===== src/rtl/delay_tap_switch_ctrl_if.sv =====
// Tap-change request handshake for delay_tap_switch_ctrl.
// The requester drives valid/tap and the controller answers with ready.
interface delay_tap_switch_ctrl_if #(
  parameter int TAPW = 2
);
  logic            req_valid;
  logic [TAPW-1:0] req_tap;
  logic            req_ready;

  modport master (output req_valid, req_tap, input  req_ready);
  modport slave  (input  req_valid, req_tap, output req_ready);
endinterface


===== src/rtl/delay_tap_switch_ctrl.sv =====
// Registered delay line with a glitch-free tap switch: dout freezes for SETTLE
// cycles on every tap change before the new tap starts driving it.
module delay_tap_switch_ctrl #(
  parameter int WIDTH    = 8,
  parameter int DEPTH    = 3,
  parameter int TAPW     = 2,
  parameter int SETTLE   = 2,
  parameter int INIT_TAP = 0
) (
  input  logic                    clk,
  input  logic                    rst,
  input  logic [WIDTH-1:0]        din,
  delay_tap_switch_ctrl_if.slave  req,
  output logic [WIDTH-1:0]        dout,
  output logic [TAPW-1:0]         cur_tap,
  output logic                    busy,
  output logic                    switch_done,
  output logic                    err
);

  localparam logic [0:0] ST_RUN  = 1'b0;
  localparam logic [0:0] ST_HOLD = 1'b1;

  localparam int              CNTW     = (SETTLE > 1) ? $clog2(SETTLE) : 1;
  localparam logic [CNTW-1:0] CNT_LOAD = CNTW'(SETTLE - 1);
  localparam logic [TAPW:0]   DEPTH_L  = (TAPW + 1)'(DEPTH);

  logic [0:0]       state;
  logic [CNTW-1:0]  cnt;
  logic [TAPW-1:0]  pend;
  logic [WIDTH-1:0] line [DEPTH];

  logic accept;
  logic tap_bad;
  logic tap_same;

  assign req.req_ready = (state == ST_RUN);
  assign busy          = (state == ST_HOLD);
  assign accept        = req.req_valid && (state == ST_RUN);
  assign tap_bad       = {1'b0, req.req_tap} >= DEPTH_L;
  assign tap_same      = (req.req_tap == cur_tap);

  // NOTE: the line is only DEPTH registers, so it is reset explicitly;
  // otherwise dout would replay pre-reset garbage for DEPTH cycles.
  always_ff @(posedge clk) begin
    if (rst) begin
      for (int k = 0; k < DEPTH; k++) line[k] <= '0;
    end else begin
      line[0] <= din;
      for (int k = 1; k < DEPTH; k++) line[k] <= line[k-1];
    end
  end

  always_ff @(posedge clk) begin
    if (rst) begin
      state       <= ST_RUN;
      cnt         <= '0;
      pend        <= TAPW'(INIT_TAP);
      cur_tap     <= TAPW'(INIT_TAP);
      dout        <= '0;
      switch_done <= 1'b0;
      err         <= 1'b0;
    end else begin
      // NOTE: pulses default low here; a later non-blocking assignment in the
      // same edge overrides this one, giving clean single-cycle strobes.
      switch_done <= 1'b0;
      err         <= 1'b0;
      if (state == ST_RUN) begin
        dout <= line[cur_tap];
        if (accept) begin
          if (tap_bad) begin
            err <= 1'b1;
          end else if (!tap_same) begin
            pend  <= req.req_tap;
            cnt   <= CNT_LOAD;
            state <= ST_HOLD;
          end
        end
      end else begin
        // dout is deliberately not loaded while holding.
        if (cnt != '0) begin
          cnt <= cnt - CNTW'(1);
        end else begin
          cur_tap     <= pend;
          switch_done <= 1'b1;
          state       <= ST_RUN;
        end
      end
    end
  end

endmodule


===== src/flat_wrapper.sv =====
// flat-port wrapper written by rule: the top's interface ports become plain ports
module delay_tap_switch_ctrl_flat 
#(
  parameter int WIDTH    = 8,
  parameter int DEPTH    = 3,
  parameter int TAPW     = 2,
  parameter int SETTLE   = 2,
  parameter int INIT_TAP = 0
)
  (clk, rst, din, dout, cur_tap, busy, switch_done, err, req_req_valid, req_req_tap, req_req_ready);
  delay_tap_switch_ctrl_if #(.TAPW(TAPW)) req_i ();
  input  logic clk;
  input  logic rst;
  input  logic [WIDTH-1:0] din;
  output logic [WIDTH-1:0] dout;
  output logic [TAPW-1:0] cur_tap;
  output logic busy;
  output logic switch_done;
  output logic err;
  input wire logic [$bits(req_i.req_valid)-1:0] req_req_valid;
  input wire logic [$bits(req_i.req_tap)-1:0] req_req_tap;
  output wire logic [$bits(req_i.req_ready)-1:0] req_req_ready;
  assign req_i.req_valid = req_req_valid;
  assign req_i.req_tap = req_req_tap;
  assign req_req_ready = req_i.req_ready;
  delay_tap_switch_ctrl #(.WIDTH(WIDTH), .DEPTH(DEPTH), .TAPW(TAPW), .SETTLE(SETTLE), .INIT_TAP(INIT_TAP)) u_core (.clk(clk), .rst(rst), .din(din), .req(req_i), .dout(dout), .cur_tap(cur_tap), .busy(busy), .switch_done(switch_done), .err(err));
endmodule

===== config.mk =====
export PLATFORM = sky130hd
export DESIGN_NAME = delay_tap_switch_ctrl_flat
export DESIGN_NICKNAME = d
export VERILOG_FILES = /design/src/rtl/delay_tap_switch_ctrl_if.sv /design/src/rtl/delay_tap_switch_ctrl.sv /design/src/flat_wrapper.sv
export SDC_FILE = /design/constraint.sdc
export NUM_CORES = 1
export LEC_CHECK = 0
export CAP_MARGIN = 20
export CORE_UTILIZATION = 49
export DETAILED_ROUTE_END_ITERATION = 8
export GPL_TIMING_DRIVEN = 0
export PLACE_DENSITY = 0.76
export SETUP_SLACK_MARGIN = 0.15
export SLEW_MARGIN = 10
export SYNTH_ARGS = -nofsm -noshare
export SYNTH_HDL_FRONTEND = slang
export SYNTH_SLANG_ARGS = --single-unit

===== constraint.sdc =====
create_clock -name clk -period 1.7 [get_ports clk]
set_clock_uncertainty 0.05 [all_clocks]
set_input_delay 0.17 -clock clk [delete_from_list [all_inputs] [get_ports clk]]
set_output_delay 0.17 -clock clk [all_outputs]
set_load 0.1 [all_outputs]

# Word level (Yosys, flattened, before mapping)

Memory sizes are Yosys's and may differ from the RTL's. A register that Yosys moved wholly into a read port is not among the register bits.
Cells that the tools add are included.

Bits in registers: 8
Memory bits (writable): 24
Input bits: 13
Output and inout port bits: 14
Logic and storage cells: 46
Memories: 1

Memories:

| memory      | depth | bits a word | rd ports | clocked after Yosys merged registers in | wr ports | RTL line                    | source |
|---|---|---|---|---|---|---|---|
| u_core.line | 3     | 8           | 3        | 1                                       | 3        | delay_tap_switch_ctrl.sv:31 | `logic [WIDTH-1:0] line [DEPTH];` |

Add/sub/neg operators: 1
$lt $le $gt $ge: 1
Eq/ne operators: 3
Muxes and demuxes: 18
Bitwise operators: 8
Reduce and logical (&&, ||, !) cells: 8

Operators by type and width:

| operator              | number |
|---|---|
| $mux W8               | 3 |
| $mux W1               | 15 |
| $not A1 Y1            | 5 |
| $ne A2 B1 Y1 const B  | 2 |
| $reduce_and A4 Y1     | 1 |
| $or A1 B1 Y1          | 3 |
| $reduce_and A3 Y1     | 1 |
| $reduce_or A3 Y1      | 1 |
| $eq A2 B2 Y1          | 1 |
| $ge A2 B2 Y1 const B  | 1 |
| $reduce_and A2 Y1     | 1 |
| $reduce_bool A2 Y1    | 1 |
| $reduce_or A2 Y1      | 1 |
| $logic_and A1 B1 Y1   | 1 |
| $logic_not A1 Y1      | 1 |
| $sub A1 B1 Y1 const B | 1 |

# Depth between registers and ports, before layout

Gate-level depths: netlist (run 1).

Word-level depth: 5
Mapped depth: 5
Mapped depth without buffers: 4

# Worst setup path after synthesis (run 1)

OpenSTA, ideal clock, no wires.

Path kind: reg-to-reg
From: register u_core.state, in the netlist u_core.busy
To: register u_core.state, in the netlist u_core.busy
Setup time: 0.115 ns
Arrival: 2.158 ns
Data required time: 1.535 ns
Slack: -0.623 ns
Cell stages (with the launch flop): 5
Buffers on the path: 0
Clock period less this slack: 2.323 ns
Cells stage by stage: dfxtp_1 -> inv_1 -> nand2_1 -> a21oi_1 -> o21ba_2

Longest elaborated chain between the ends: 4

RTL lines:

| what                     | RTL line                    | source |
|---|---|---|
| start: declaration       | delay_tap_switch_ctrl.sv:28 | `logic [0:0] state;` |
| start signal: assignment | delay_tap_switch_ctrl.sv:56 | `state <= ST_RUN;` |
| start signal: assignment | delay_tap_switch_ctrl.sv:76 | `state <= ST_HOLD;` |
| start signal: assignment | delay_tap_switch_ctrl.sv:86 | `state <= ST_RUN;` |
| $not A1 Y1               | --                          |  |
| net req_req_ready        | flat_wrapper.sv:22          | `output wire logic [$bits(req_i.req_ready)-1:0] req_req_ready;` |
| $logic_and A1 B1 Y1      | delay_tap_switch_ctrl.sv:39 | `assign accept = req.req_valid && (state == ST_RUN);` |
| $mux W1                  | delay_tap_switch_ctrl.sv:70 | `if (accept) begin` |
| $mux W1                  | delay_tap_switch_ctrl.sv:68 | `if (state == ST_RUN) begin` |

The timed path passes the listed nets, and every way through them passes these cells.
A chain may end at the register's enable or synchronous reset.

# Worst setup path in the final report (run 1)

From: register u_core.state, in the netlist u_core.busy
To: output port busy

RTL lines:

| what             | RTL line           | source |
|---|---|---|
| end: declaration | flat_wrapper.sv:17 | `output logic busy;` |

No word-level cell between the ends.

==> qor.csv, run 1 <==
stage,metric,value,unit
cts,clock-root-buffer,clkbuf_4,
worst_setup_path,crit_buf_inv,1,
cts,clock_sinks,40,
yosys,async_reset_ff_frac,0,
routing,drt_iter0_markers,25,
routing,routed_wl,2.646,mm
worst_setup_path,crit_fanout,4,
routing,dr_wl_met3,132,um
final_layout,syn2layout_area_growth,26.49,%
routing,dr.pass1.iters,4,
cts,clockBufferDepth,2,
final_layout,multi_input_area,543.0,um2
yosys,netlist_top_cells_count,"dfxtp_1 (40), nor2b_1 (24), nor2_1 (14), mux2i_1 (10), nand2_1 (10)",
cts,cts_tree,done,
yosys,synth_compound_area_frac,0.1070,
timing,setup_viol,0,
timing,period_needed,1498,ps
final_layout,diodes,0,
yosys,synthFlopType,dfxtp_1,
worst_setup_path,required,1480,ps
yosys,ys_ff_latch,40,
yosys,synth-edff-count,0,
placed_design,port_buffers,26,
floorplan,start_util,0.5130,
yosys,synth_top_family_by_area,simple AND/OR/NAND/NOR gates,
yosys,post-synth-top-count-cell,dfxtp_1,
timing,grt_setup_unrepaired,false,
grt,overflow,0,
yosys,netlist_instances,141,
final_layout,nNetsFinal,187,
worst_setup_path,crit_arrival,1280,ps
grt,antenna_found_initial,0,
timing,finalWorstSetupSlack,202.2,ps
grt,grt_pass1_vias,953,
yosys,avgSynthCellArea,9.947,um2
yosys,syn_nets,154,
floorplan,die_y,55.50,um
status,status,"complete, no violations",
yosys,netlist_area,1403,um2
placed_design,place_ws,-62.29,ps
yosys,yosys.area_share.adder,0,
final_layout,utilization,0.6490,
timing,max_slew_margin,0.6351,
yosys,yosys-top-cells-area,"dfxtp_1 (57%), nor2b_1 (11%), mux2i_1 (7.1%)",
final_layout,fillers,229,
timing,drv_slew,0,
yosys,yosys_warnings,0,
cts,clk_latency,340,ps
floorplan,core_area,2734,um2
final_layout,design_area,1774,um2
routing,wl_met2,1.277,mm
worst_setup_path,crit_chain,clkdlybuf4s18_2,
routing,drc,0,
cts,cts_buffers,5,
routing,highest_layer,met4,
floorplan,die-area,3080,um2
yosys,synthXorXnorAreaFrac,0,
placed_design,dp_hpwl,1.811,mm
final_layout,seqCellArea,807.0,um2
placed_design,place_congestion,0.8856,
grt,grt_max_degree,12,
worst_setup_path,cp_top_family,buffers and inverters,
yosys,synth-simple-area-share,0.2043,
pwr,power.density,947.6,nW/um2
yosys,synth_cell_types,26,
yosys,synth_top_area_frac,0.5709,
floorplan,ios,27,
cts,clk_pin_slew,110,ps
timing,worstMarginPinSlew,549.9,ps
timing,max_freq,667.6,MHz
worst_setup_path,max_stage_delay,550,ps
floorplan,dieWidth,55.50,um
floorplan,rows,19,
timing,period_share,0.8811,
yosys,synth-seq-area-share,0.5709,
worst_setup_path,crit_path_top_delay_cell,clkdlybuf4s18_2,
routing,drt-met1-wl,1.195,mm
pwr,irDropWorstVdd,0.7110,mV
worst_setup_path,worst-setup-path-type,reg2out,
cts,ctsHoldBuffers,0,
pwr,p_leak,0.6776,nW
routing,dr_total_vias,1022,
yosys,yosys-mux-area-fraction,0.07136,
yosys,yosysTopAreaCell,dfxtp_1,
routing,antenna_left,0,
min_path,hold_class,in2reg,
placed_design,place_area,1718,um2
cts,postCtsSetupBuffers,0,
worst_setup_path,cp-start-kind,flip-flop,
worst_setup_path,end_kind,output port,
grt,grt_pass1_wl,4.485,mm
timing,setup-tns-final,0,ps
routing,wl_per_cell,12.91,um
cts,htree_levels,2,
timing,finalHoldViolations,0,
grt,grt_usage,0.1916,
flow_run,drv_cap,0,
final_layout,drive_gt1_frac,0.2126,
routing,viasPerCell,4.985,
-- registers in the layout, indices dropped and copies added (netlist names) --
name	cells
u_core.line	24
u_core.dout	8
u_core.cur_tap	2
u_core.pend	2
u_core.busy	1
u_core.cnt	1
u_core.err	1
u_core.switch_done	1
-- final timing paths --
kind	startpoint	to	slack, ps	cells after the start
max	u_core.busy	busy	200	1
min	din[2]	u_core.line[0][2]	320	2
max reg2reg	u_core.cur_tap[0]	u_core.pend[1]	410	4
min reg2reg	u_core.line[1][5]	u_core.line[2][5]	420	1
-- final cells by class --
cell class                      count  area share
Sequential cell                    40      0.4549
Multi-Input combinational cell     88      0.3061
Timing Repair Buffer               26      0.1523
Buffer                              9     0.02821
Clock buffer                        6     0.02327
Tap cell                           31     0.02186
Inverter                            4     0.01058
Clock inverter                      1    0.002821
-- where the power goes --
group / leakage, nW / switching, mW / total, mW / internal [mW]
Sequential: 0.330 / 0.0177 / 0.993 / 0.975
Clock: 0.0281 / 0.289 / 0.441 / 0.153
Combinational: 0.320 / 0.164 / 0.247 / 0.0838
Total: 0.678 / 0.470 / 1.68 / 1.21
-- logic make-up (layout without fill, tap and decap cells) --
group           after synthesis  after routing
flops                        40             40
compound gates               24             24
buf+inv                      13             46
simple gates                 54             54
mux                          10             10
-- stage by stage --
step	std cells	hold slack (ps)	power (mW)
floorplan	141	248.2	1.190
global placement	198	390.0	1.261
detailed placement	198	403.7	1.267
CTS	205	312.3	1.687
global route	205	306.3	1.758
finish	205	321.1	1.681
-- layout by cell type (no fill, tap or decap), types with 5 or more instances in the layout --
master           count
nor2_1              14
nor2b_1             24
o22ai_1              8
clkdlybuf4s50_1     12
buf_2                5
clkbuf_4             5
nand2_1              9
a21oi_1              8
dfxtp_1             37
mux2i_1             10
clkdlybuf4s15_2     12
-- metal layers --
metal,vias to the layer above,global-route usage
met5,-,0
met4,0,0.06429
met3,6,0.07260
met2,23,0.3219
met1,464,0.2242
li1,529,-
-- timing repair --
item,4_1_cts,5_1_grt
gates cloned,0,0
pin swaps,0,0
endpoints found under the setup margin,14,2
gates resized for setup,42,3
No activity file was read; power rests on OpenSTA's default activity.
==> run 2, diff against run 1 <==
clock period = 1.4 ns   (was 1.7 ns; I/O delays follow)
==> run 2 against run 1 <==
First-iteration DRC count down 60%. Sequential cell count unchanged. Count of clock-buffer cells in the layout unchanged. Critical path depth increased by 4. Non-clock buffer count rose by 1. Routed wire length increased by 3.9%. Worst setup slack lost 110 ps. Die area is the same. Global-route usage increased by 0.39 points. Clock power increased by 28%. Critical endpoint is now u_core.pend[1]. Largest power group unchanged. Highest routed layer unchanged.
==> qor.csv, run 2 (synthesis gave the netlist of run 1 again) <==
stage,metric,value,unit,change
cts,htree_levels,2,,unchanged
final_layout,final_cell_mix,"dfxtp_1 (29), nor2b_1 (24), buf_4 (15)",,
min_path,hold_class,in2reg,,
floorplan,start_util,0.5130,,unchanged
worst_setup_path,crit_arrival,1540,ps,+260 ps
pwr,p_int,1.484,mW,+23%
final_layout,fillers,241,,+5.2%
cts,clock-root-buffer,clkbuf_4,,
placed_design,place_area,1743,um2,+1.5%
floorplan,rows,19,,unchanged
grt,grt_pass1_vias,1019,,+6.9%
routing,viasPerCell,5.101,,+2.3%
worst_setup_path,cp-start-kind,flip-flop,,
worst_setup_path,worst-setup-path-type,reg2reg,,
worst_setup_path,required,1630,ps,+150 ps
placed_design,placedCellCount,198,,unchanged
final_layout,final_cells,207,,+0.98%
final_layout,drive_gt1_frac,0.2727,,+0.06008
routing,drt-met1-wl,1.092,mm,-8.6%
cts,cts_buffers,5,,unchanged
final_layout,final_common_cell,dfxtp_1,,
routing,antenna_left,0,,unchanged
floorplan,dieWidth,55.50,um,unchanged
floorplan,die_y,55.50,um,unchanged
grt,overflow,0,,unchanged
final_layout,syn2layout_area_growth,26.85,%,
routing,drt_iter0_markers,10,,-60%
floorplan,core_area,2734,um2,unchanged
final_layout,design_area,1779,um2,+0.28%
routing,wl_per_cell,13.28,um,+2.9%
pwr,pwr-share-comb,0.149,,+0.002
cts,clk_latency,340,ps,about the same
worst_setup_path,crit_fanout,10,,+6
placed_design,place_ws,-329.4,ps,-267.1 ps
grt,antenna_found_initial,0,,unchanged
cts,clockBufferDepth,2,,unchanged
final_layout,diodes,0,,unchanged
final_layout,largest_reg_flops,24,,unchanged
timing,setup-tns-final,0,ps,unchanged
placed_design,dp_hpwl,1.829,mm,+0.96%
worst_setup_path,end_kind,flip-flop,,
grt,grt_max_degree,14,,+2
floorplan,die-area,3080,um2,unchanged
timing,setup_viol,0,,unchanged
placed_design,place_congestion,0.8291,,-6.4%
pwr,p_leak,0.7150,nW,+5.5%
timing,max_slew_margin,0.6779,,+0.04284
final_layout,utilization,0.6508,,+0.001831
grt,grt_pass1_wl,4.485,mm,unchanged
pwr,switchingPower,0.5930,mW,+26%
pwr,total_power,2.077,mW,+24%
flow_run,drv_cap,0,,unchanged
timing,finalHoldViolations,0,,unchanged
routing,drc,0,,unchanged
final_layout,reg.largest.list,"u_core.line x24, u_core.dout x8",,
cts,clk_pin_slew,120,ps,about the same
pwr,clockPowerShare,0.271,,+0.009
routing,dr_wl_met3,147,um,+11%
pwr,seqPwrFrac,0.580,,-0.010
timing,drv_slew,0,,unchanged
timing,finalWorstSetupSlack,96.61,ps,-105.6 ps
timing,worstMarginPinSlew,483.1,ps,-66.83 ps
floorplan,ios,27,,unchanged
pwr,irDropWorstVdd,0.8927,mV,+26%
routing,wl_met2,1.472,mm,+15%
final_layout,nNetsFinal,188,,+0.53%
grt,grt_usage,0.1955,,+0.003894
status,status,"complete, no violations",,
cts,cts_tree,done,,
routing,dr.pass1.iters,4,,unchanged
timing,whs,286.7,ps,-34.39 ps
final_layout,regMostFlops,u_core.line,,
timing,period_share,0.9310,,
routing,dr_total_vias,1056,,+3.3%
timing,grt_setup_unrepaired,true,,
routing,routed_wl,2.749,mm,+3.9%
pwr,swShare,0.2855,,+0.005944
timing,max_freq,767.2,MHz,
placed_design,port_buffers,26,,unchanged
routing,highest_layer,met4,,
timing,period_needed,1303,ps,
pwr,power.density,1167,nW/um2,+23%
cts,clock_sinks,40,,unchanged
## run 2: cell count changes in the layout (fill, tap and decap cells not counted), moves of 2 or more
cell,delta
buf_4,+14
clkdlybuf4s15_2,-12
dfxtp_2,+6
dfxtp_4,+2
dfxtp_1,-8
buf_2,-2
## run 2: cell type report
| type | count | area, um2 | share of cell area |
|---|---|---|---|
| clock inverter | 2 | 11.26 | 0.006329 |
| buffer | 9 | 60.06 | 0.03376 |
| sequential | 40 | 822.0 | 0.4620 |
| tap | 31 | 38.79 | 0.02180 |
| timing repair buffer | 27 | 236.5 | 0.1329 |
| clock buffer | 6 | 41.29 | 0.02321 |
| inverter | 4 | 18.77 | 0.01055 |
| multi-input combinational | 88 | 550.5 | 0.3094 |
## run 2: final timing paths
kind,from,endpoint,slack [ps],cells past startpoint
hold reg to reg,u_core.line[1][0],u_core.line[2][0],420,1
hold / removal,din[1],u_core.line[0][1],290,2
setup / recovery,u_core.cur_tap[1],u_core.pend[1],100,5
setup reg to reg,u_core.cur_tap[1],u_core.pend[1],100,5
## run 2: per-layer routing
metal,global-route usage,up-vias
met5,0,-
met4,0.1071,0
met3,0.07728,4
met2,0.3253,35
met1,0.2118,484
li1,-,533
## run 2: power by group through the flow
stage / Clock, mW / Sequential [mW] / Combinational, mW
floorplan: 0 / 1.34 / 0.109
global placement: 0 / 1.23 / 0.304
detailed placement: 0 / 1.23 / 0.309
CTS: 0.577 / 1.20 / 0.305
global route: 0.637 / 1.21 / 0.328
finish: 0.563 / 1.20 / 0.310
## run 2: what timing repair did
item                                    4_1_cts  5_1_grt
gates cloned                                  0        0
buffers inserted                              0        1
endpoints found under the setup margin       15        3
hold buffers                                  0        0
pin swaps                                     0        1
resized for setup                            84        2
## run 2: critical path, cell delays in order (launching register included)
cell	delay (ps)
dfxtp_4	360
buf_6	140
nor2b_4	100
o21bai_2	90
or4_1	410
o21ai_1	80
